[src/rtl/md_pkg.sv]
// Shared definitions for the multiply/divide unit: op encodings, FSM states, latencies.
// The divide ops are accepted only when MD_UNIT_DIV_EN is defined.
package md_pkg;

    localparam logic [2:0] MD_NONE  = 3'd0;
    localparam logic [2:0] MD_MULT  = 3'd1;
    localparam logic [2:0] MD_MULTU = 3'd2;
    localparam logic [2:0] MD_DIV   = 3'd3;
    localparam logic [2:0] MD_DIVU  = 3'd4;
    localparam logic [2:0] MD_MTHI  = 3'd5;
    localparam logic [2:0] MD_MTLO  = 3'd6;

    localparam int MD_MULT_CYCLES_DEF = 5;
    localparam int MD_DIV_CYCLES_DEF  = 10;

    typedef enum logic {
        IDLE = 1'b0,
        RUN  = 1'b1
    } mdState_e;

    function automatic logic isDivOp(input logic [2:0] op);
        return (op == MD_DIV) || (op == MD_DIVU);
    endfunction

    // Ops that occupy the unit for several cycles in this build.
    function automatic logic isLongOp(input logic [2:0] op);
`ifdef MD_UNIT_DIV_EN
        return (op == MD_MULT) || (op == MD_MULTU) || isDivOp(op);
`else
        return (op == MD_MULT) || (op == MD_MULTU);
`endif
    endfunction

endpackage

[src/rtl/md_core.sv]
// Combinational 64-bit HI:LO result generation from the latched op and operands.
// Divide path present only when MD_UNIT_DIV_EN is defined.
module md_core
    import md_pkg::*;
(
    input  logic [2:0]  op,
    input  logic [31:0] a,
    input  logic [31:0] b,
    output logic [63:0] result,
    output logic        writeEn
);

    logic [63:0] extA_s;
    logic [63:0] extB_s;
    logic [63:0] prod_s;

    // Sign- or zero-extend so one 64-bit product serves both mult and multu.
    always_comb begin
        extA_s = (op == MD_MULT) ? {{32{a[31]}}, a} : {32'd0, a};
        extB_s = (op == MD_MULT) ? {{32{b[31]}}, b} : {32'd0, b};
    end

    assign prod_s = extA_s * extB_s;

`ifdef MD_UNIT_DIV_EN
    logic        signedOp_s;
    logic [31:0] magA_s;
    logic [31:0] magB_s;
    logic [31:0] safeB_s;
    logic [31:0] quo_s;
    logic [31:0] rem_s;
    logic [31:0] divLo_s;
    logic [31:0] divHi_s;

    // Divide on magnitudes, then restore signs; avoids the MIN/-1 overflow case.
    always_comb begin
        signedOp_s = (op == MD_DIV);
        magA_s     = (signedOp_s && a[31]) ? (32'd0 - a) : a;
        magB_s     = (signedOp_s && b[31]) ? (32'd0 - b) : b;
        safeB_s    = (magB_s == 32'd0) ? 32'd1 : magB_s;
        quo_s      = magA_s / safeB_s;
        rem_s      = magA_s % safeB_s;
        divLo_s    = (signedOp_s && (a[31] ^ b[31])) ? (32'd0 - quo_s) : quo_s;
        divHi_s    = (signedOp_s && a[31]) ? (32'd0 - rem_s) : rem_s;
    end
`endif

    // Select the result; divide by zero leaves HI/LO untouched.
    always_comb begin
        result  = prod_s;
        writeEn = 1'b0;
        case (op)
            MD_MULT, MD_MULTU: begin
                result  = prod_s;
                writeEn = 1'b1;
            end
`ifdef MD_UNIT_DIV_EN
            MD_DIV, MD_DIVU: begin
                result  = {divHi_s, divLo_s};
                writeEn = (b != 32'd0);
            end
`endif
            default: begin
                result  = prod_s;
                writeEn = 1'b0;
            end
        endcase
    end

endmodule

[src/rtl/md_unit.sv]
// Multi-cycle multiply/divide unit with HI/LO registers (FSM, counter, operand latches).
// Define MD_UNIT_DIV_EN to implement div/divu; otherwise MDOp 3/4 behave as none.
module md_unit
    import md_pkg::*;
#(
    parameter int MULT_CYCLES = MD_MULT_CYCLES_DEF,
    parameter int DIV_CYCLES  = MD_DIV_CYCLES_DEF
) (
    input  logic        clk,
    input  logic        reset,
    input  logic        start,
    input  logic [2:0]  MDOp,
    input  logic [31:0] srcA,
    input  logic [31:0] srcB,
    output logic        busy,
    output logic        done,
    output logic [31:0] HI,
    output logic [31:0] LO
);

    mdState_e    state_r;
    mdState_e    stateNext_s;
    logic [4:0]  count_r;
    logic [2:0]  opLatch_r;
    logic [31:0] aLatch_r;
    logic [31:0] bLatch_r;
    logic        accept_s;
    logic        commit_s;
    logic        moveHi_s;
    logic        moveLo_s;
    logic [63:0] coreResult_s;
    logic        coreWrite_s;

    md_core uCore (
        .op      (opLatch_r),
        .a       (aLatch_r),
        .b       (bLatch_r),
        .result  (coreResult_s),
        .writeEn (coreWrite_s)
    );

    // FSM state register.
    always_ff @(posedge clk or posedge reset) begin
        if (reset) begin
            state_r <= IDLE;
        end else begin
            state_r <= stateNext_s;
        end
    end

    // Next state and per-edge control decisions; start is ignored while running.
    always_comb begin
        stateNext_s = state_r;
        accept_s    = 1'b0;
        commit_s    = 1'b0;
        moveHi_s    = 1'b0;
        moveLo_s    = 1'b0;
        case (state_r)
            IDLE: begin
                if (start && isLongOp(MDOp)) begin
                    accept_s    = 1'b1;
                    stateNext_s = RUN;
                end else if (start && (MDOp == MD_MTHI)) begin
                    moveHi_s    = 1'b1;
                end else if (start && (MDOp == MD_MTLO)) begin
                    moveLo_s    = 1'b1;
                end else begin
                    stateNext_s = IDLE;
                end
            end
            RUN: begin
                if (count_r == 5'd1) begin
                    commit_s    = 1'b1;
                    stateNext_s = IDLE;
                end else begin
                    stateNext_s = RUN;
                end
            end
            default: begin
                stateNext_s = IDLE;
            end
        endcase
    end

    // Operand latches, latency counter and registered busy/done.
    always_ff @(posedge clk or posedge reset) begin
        if (reset) begin
            count_r   <= 5'd0;
            opLatch_r <= MD_NONE;
            aLatch_r  <= 32'd0;
            bLatch_r  <= 32'd0;
            busy      <= 1'b0;
            done      <= 1'b0;
        end else begin
            done <= commit_s;
            if (accept_s) begin
                opLatch_r <= MDOp;
                aLatch_r  <= srcA;
                bLatch_r  <= srcB;
                count_r   <= isDivOp(MDOp) ? 5'(DIV_CYCLES) : 5'(MULT_CYCLES);
                busy      <= 1'b1;
            end else if (state_r == RUN) begin
                count_r   <= count_r - 5'd1;
                busy      <= commit_s ? 1'b0 : 1'b1;
            end else begin
                busy      <= 1'b0;
            end
        end
    end

    // HI/LO: commit from the core, or direct moves while idle.
    always_ff @(posedge clk or posedge reset) begin
        if (reset) begin
            HI <= 32'd0;
            LO <= 32'd0;
        end else begin
            if (commit_s && coreWrite_s) begin
                HI <= coreResult_s[63:32];
            end else if (moveHi_s) begin
                HI <= srcA;
            end else begin
                HI <= HI;
            end
            if (commit_s && coreWrite_s) begin
                LO <= coreResult_s[31:0];
            end else if (moveLo_s) begin
                LO <= srcA;
            end else begin
                LO <= LO;
            end
        end
    end

endmodule

[config.mk]
export PLATFORM = sky130hd
export DESIGN_NAME = md_unit
export DESIGN_NICKNAME = d
export VERILOG_FILES = /design/src/rtl/md_pkg.sv /design/src/rtl/md_core.sv /design/src/rtl/md_unit.sv
export SDC_FILE = /design/constraint.sdc
export NUM_CORES = 2
export LEC_CHECK = 0
export ABC_CLOCK_PERIOD_IN_PS = 8700
export BUFFER_PORTS_ARGS = -buffer_cell sky130_fd_sc_hd__clkbuf_2
export CAP_MARGIN = 20
export CORE_MARGIN = 5
export CORE_UTILIZATION = 60
export DETAILED_ROUTE_END_ITERATION = 16
export PLACE_DENSITY = 0.77
export RECOVER_POWER = 25
export SYNTH_ARGS = -nofsm -noshare
export SYNTH_HDL_FRONTEND = slang
export SYNTH_HIERARCHICAL = 1
export SYNTH_SLANG_ARGS = --single-unit
export TNS_END_PERCENT = 20
[constraint.sdc]
create_clock -name clk -period 8.7 [get_ports clk]
set_input_delay 0.87 -clock clk [delete_from_list [all_inputs] [get_ports clk]]
set_output_delay 0.87 -clock clk [all_outputs]
set_load 0.005 [all_outputs]
== After elaboration in Yosys (flattened, before gate mapping) ==
Index checks and enable logic that the tools add are counted.

* Register bits after elaboration: 139
* Bits of input ports: 70
* Output and inout bits: 66
* Logic and storage cells: 57

* Add/subtract/negate cells: 1
* Multipliers: 1
* Eq/ne operators: 9
* Multiplexer cells: 26
* Bitwise logic cells: 1
* Reduce and logical (&&, ||, !) cells: 10

{| class="wikitable"
|+ Operators by type and width
! kind !! number
|-
| 32-bit 2-to-1 mux || 4
|-
| 64-bit 2-to-1 mux || 2
|-
| 64-bit by 64-bit multiplier with 64-bit output || 1
|-
| 1-bit 2-to-1 mux || 16
|-
| 5-bit 2-to-1 mux || 2
|-
| 3-bit by 2-bit equality test with 1-bit output (second input constant) || 3
|-
| 3-bit equality test (second input constant) || 3
|-
| 3-bit by 1-bit equality test with 1-bit output (second input constant) || 2
|-
| 2-bit nonzero test || 3
|-
| 5-bit by 1-bit equality test with 1-bit output (second input constant) || 1
|-
| 5-bit by 1-bit subtractor with 5-bit output (second input constant) || 1
|-
| 1-bit logical AND || 4
|-
| 4-bit 2-to-1 mux || 1
|-
| 1-bit logical OR || 2
|-
| 1-bit case mux with 2 select lines || 1
|-
| 2-bit OR reduction || 1
|-
| 1-bit NOT || 1
|}

== Depth between registers and ports, before layout ==
* Depth in word-level cells: 8
* Depth in mapped cells: 38
* Gate-level depth less buffers: 34

== Modules after synthesis ==
Netlist, hierarchy kept.

{| class="wikitable"
|+ By module, submodules not included
! module !! times used !! cells an instance !! area an instance (um^2)
|-
| md_core || 1 || 5071 || 47304.1
|-
| md_unit || 1 || 556 || 6456.2
|}

== Worst setup path after synthesis ==
No wires, ideal clock.

* Path type: reg2reg
* From: reg opLatch_r[1]
* To: reg HI[25]
* Setup time: 130 ps
* Arrival: 9477 ps
* Setup slack: -907 ps
* Stages on the path, launching flop included: 33
* Buffers on the path: 3
* Period minus slack after synthesis: 9607 ps
* Cells stage by stage: dfrtp_1 > nor3b_1 > and2_1 > clkbuf_1 > clkbuf_1 > nand2_1 > fa_1 > inv_1 > fa_1 > fa_1 > inv_1 > fa_1 > inv_1 > fa_1 > fa_1 > fa_1 > fa_1 > fa_1 > inv_1 > fa_1 > inv_1 > ha_1 > clkbuf_1 > nand2_1 > nand2_1 > or4_1 > a31o_2 > a221o_1 > a31o_1 > a21oi_2 > xnor2_1 > nor3_1 > a31oi_1

* Elaborated cells between the ends (all ways): 10
* Those cells by class: 1 x mul; 2 x eq/ne; 4 x mux; 3 x reduce/logical

{| class="wikitable"
|+ RTL lines
! what !! RTL line !! RTL
|-
| start: declaration || md_unit.sv:24 || <nowiki>logic [2:0] opLatch_r;</nowiki>
|-
| start signal: assignment || md_unit.sv:97 || <nowiki>opLatch_r <= MDOp;</nowiki>
|-
| 3-bit by 1-bit equality test with 1-bit output * || md_core.sv:19, md_core.sv:20 ||
|-
| 64-bit 2-to-1 mux, on equally long branches || md_core.sv:19, md_core.sv:20 ||
|-
| 64-bit by 64-bit multiplier with 64-bit output * || md_core.sv:23 || <nowiki>assign prod_s = extA_s * extB_s;</nowiki>
|-
| via coreResult_s[57] || md_unit.sv:31 || <nowiki>logic [63:0] coreResult_s;</nowiki>
|-
| 32-bit 2-to-1 mux * || md_unit.sv:117 || <nowiki>if (commit_s && coreWrite_s) begin</nowiki>
|-
| end signal: assignment || md_unit.sv:118 || <nowiki>HI <= coreResult_s[63:32];</nowiki>
|-
| end signal: assignment || md_unit.sv:120 || <nowiki>HI <= srcA;</nowiki>
|-
| end: declaration || md_unit.sv:17 || <nowiki>output logic [31:0] HI,</nowiki>
|}

The timed path passes the listed nets; every way through them passes the cells marked *.
A chain may end at the register's enable or synchronous reset.

== Final worst setup path ==
* From: reg aLatch_r[22]
* To: reg HI[29]

* Word-level cells in the longest chain between the ends: 3

{| class="wikitable"
|+ Ends and longest elaborated chain
! what !! RTL line !! RTL
|-
| start: declaration || md_unit.sv:25 || <nowiki>logic [31:0] aLatch_r;</nowiki>
|-
| start signal: assignment || md_unit.sv:98 || <nowiki>aLatch_r <= srcA;</nowiki>
|-
| 64-bit 2-to-1 mux || md_core.sv:19 || <nowiki>extA_s = (op == MD_MULT) ? {{32{a[31]}}, a} : {32'd0, a};</nowiki>
|-
| 64-bit by 64-bit multiplier with 64-bit output || md_core.sv:23 ||
|-
| via coreResult_s[61] || md_unit.sv:31 ||
|-
| 32-bit 2-to-1 mux || md_unit.sv:117 ||
|}

The timed path passes the listed nets, and every way through them passes these cells.

==> impl_results.md <==
- Outcome: finished with violations
- Failing checks: capacitance limit, slew limit, setup timing
- Ys async rst share: 1.00
- Grt total ovfl: 0
- DR WL/cell: 22.2 µm
- Final setup fails: 21
- H-Tree Depth: 4
- Placer Congestion: 0.978
- Worst slew pin tran: 4320 ps
- Total routed wirelength: 162 mm
- Data required, critical path: 9030 ps
- RSZ-0062 raised after global routing: true
- Number of flops mapped to enable cells by yosys: 0
- Worst Hold Class: reg -> reg
- Seq/Total Area, Yosys: 0.0642
- Worst r2r path cells: 33
- Syn_area_per_cell: 9.55 µm²
- DRC: 0
- CTS Buf Count: 17
- CTS tree: yes
- Max frequency: 109 MHz
- Most used flip-flop cell after synthesis: dfrtp_1
- Maxcap violations: 1
- Slowest cell on crit path: fa_1
- Detail Placement HPWL: 138 mm
- Pre-CTS WS: -765 ps
- Worst Skew: 28.7 ps
- CP Launch Type: register
- Antenna Nets Post-Route: 0
- Die X: 309 µm
- DRT Pass-1 Iters: 6
- DIE AREA: 95700 µm²
- CTS sink count: 138
- Vias/cell: 5.65
- First-pass GRT wire length: 257 mm
- Initial Util: 0.606
- CP max FO: 7
- Fraction of layout cells with a size suffix above 1: 0.168
- Nets: 7916
- Largest stage delay, worst path: 560 ps
- Max-slew headroom: -1.90
- Vias in the first global route: 45800
- Worst-skew pair later-pin latency: 490 ps
- Area grow syn2layout: 13.9%
- Ys Warns: 6
- Vias: 41200
- Critical Path Most Common Cell: fa_1
- #FFs+latches synth: 138
- Largest net degree at the start of global routing: 90
- Placed Instances: 7225
- Post-Syn Area: 53800 µm²
- Period utilisation layout: 1.05
- Initial DRC count: 3298
- Final Critical Period: 9140 ps
- FP Rows: 109
- Final Hold Viols: 0
- Max-slew violation count: 90
- Die Ht: 309 µm
- Reg clk slew, reported paths: 90 ps
- Hold depth: 1
- IO Count: 136
- Yosys cell types: 71
- # port buffers: 135
- Final instance count without filler cells: 7298
- Cells after Synth: 5627
- Critical Path End Type: register
- Critical Path AT: 9470 ps
- Max Root-Sink Buffers: 2
- Total track usage: 0.354
- Core area: 88600 µm²
- Clock Tree Root: clkbuf_16
- Final worst-path setup slack: -440 ps
- Initial antenna violation count: 14
- Crit Path Class: reg -> reg
- Syn_nets: 7430
[worst max-delay path, delay by kind of cell (launching register included)]
family | cells | cell delay, ps
compound gates | 8 | 1390
xor+xnor | 1 | 140
fa+ha+maj | 11 | 5320
buf+inv | 9 | 750
flops | 1 | 470
simple gates | 4 | 910
[flip-flops by register name (all words and copies together) (netlist names)]
name       cells
LO            32
count_r        5
bLatch_r      32
opLatch_r      3
done           1
busy           1
aLatch_r      32
HI            32
[cell type report]
class	instances	area, µm²
Clock buffer	17	425
Inverter	1525	5730
Timing Repair Buffer	762	5920
Clock inverter	15	179
Tap cell	1165	1460
Fill cell	6787	27400
Sequential cell	138	3480
Antenna cell	7	17.5
Multi-Input combinational cell	3669	44000
[worst paths after layout]
kind / from / to / slack (ps)
worst max register to register: aLatch_r[22]$_DFFE_PP0P_ / HI[29]$_DFFE_PP0P_ / -440
worst min-delay path: count_r[4]$_DFFE_PP0P_ / done$_DFF_PP0_ / 510
max in group asynchronous: reset / bLatch_r[16]$_DFFE_PP0P_ / 4750
min in group asynchronous: reset / count_r[0]$_DFFE_PP0P_ / 1640
worst min register to register: count_r[4]$_DFFE_PP0P_ / done$_DFF_PP0_ / 510
worst max-delay path: aLatch_r[22]$_DFFE_PP0P_ / HI[29]$_DFFE_PP0P_ / -440
[Yosys cell counts, types with 64 or more instances]
cell         n  share of area
nor3_1      72         0.0067
o21ai_0    102         0.0095
and2_1     393          0.046
inv_1     1525           0.11
ha_1       313          0.073
a31oi_1     72         0.0084
a21oi_1     72         0.0067
fa_1      1420           0.53
clkbuf_1   264          0.018
dfrtp_1    138          0.064
nand4b_1    64          0.010
xnor2_1     87          0.014
nand2_1    728          0.051
[layer usage]
layer / track usage / up-vias / wire length (µm)
li1: - / 17300 / -
met1: 0.423 / 21300 / 56600
met2: 0.591 / 1917 / 80300
met3: 0.0590 / 711 / 10600
met4: 0.245 / 14 / 14400
met5: 0 / - / 90
[through the flow]
step	util	instance area, µm²	setup TNS, ps	hold WS (ps)
after global routing	0.691	61200	-10570	535
final	0.691	61200	-4230	514
after detailed placement	0.674	59700	-9330	506
after CTS	0.685	60700	-4280	509
after floorplan	-	54000	-2.45	443
after global placement	0.674	59700	-7680	481
[repair_timing]
item	in CTS	in global routing
hold buffers	0	0
pin swaps	29	35
resized for setup	77	90
buffers inserted	16	14
setup endpoints to repair	33	36
gates cloned	0	1
[logic make-up (layout without fill, tap and decap cells)]
| family | Yosys count | in the layout | synth area share |
|---|---|---|---|
| DFF | 138 | 138 | 0.0642 |
| other | 0 | 7 | 0 |
| AOI/OAI and AO/OA | 357 | 357 | 0.0417 |
| xor gates and xnor gates | 122 | 122 | 0.0199 |
| adders and majority gates | 1734 | 1734 | 0.602 |
| and+or+nand+nor | 1389 | 1389 | 0.127 |
| buffers and inverters | 1820 | 2319 | 0.129 |
| muxes | 67 | 67 | 0.0159 |
[layout by cell type (no fill, tap or decap), types with 28 or more instances in the layout]
cell type,netlist,layout
a21oi_1,72,54
xor2_1,35,35
buf_12,3,34
mux2_4,28,28
nand4b_1,64,64
o21ai_0,102,89
mux2_2,37,37
ha_1,313,299
nor3_1,72,69
inv_1,1525,1510
buf_4,4,566
clkbuf_2,0,134
and2_1,393,390
xnor2_1,87,84
fa_2,0,29
dfrtp_1,138,116
a31oi_1,72,70
nand2_1,728,718
fa_1,1420,1391
nor2_1,37,37
Power is left out: the tool's default activity adds up to more than one toggle a clock period on the data nets, which glitch-free logic cannot reach.
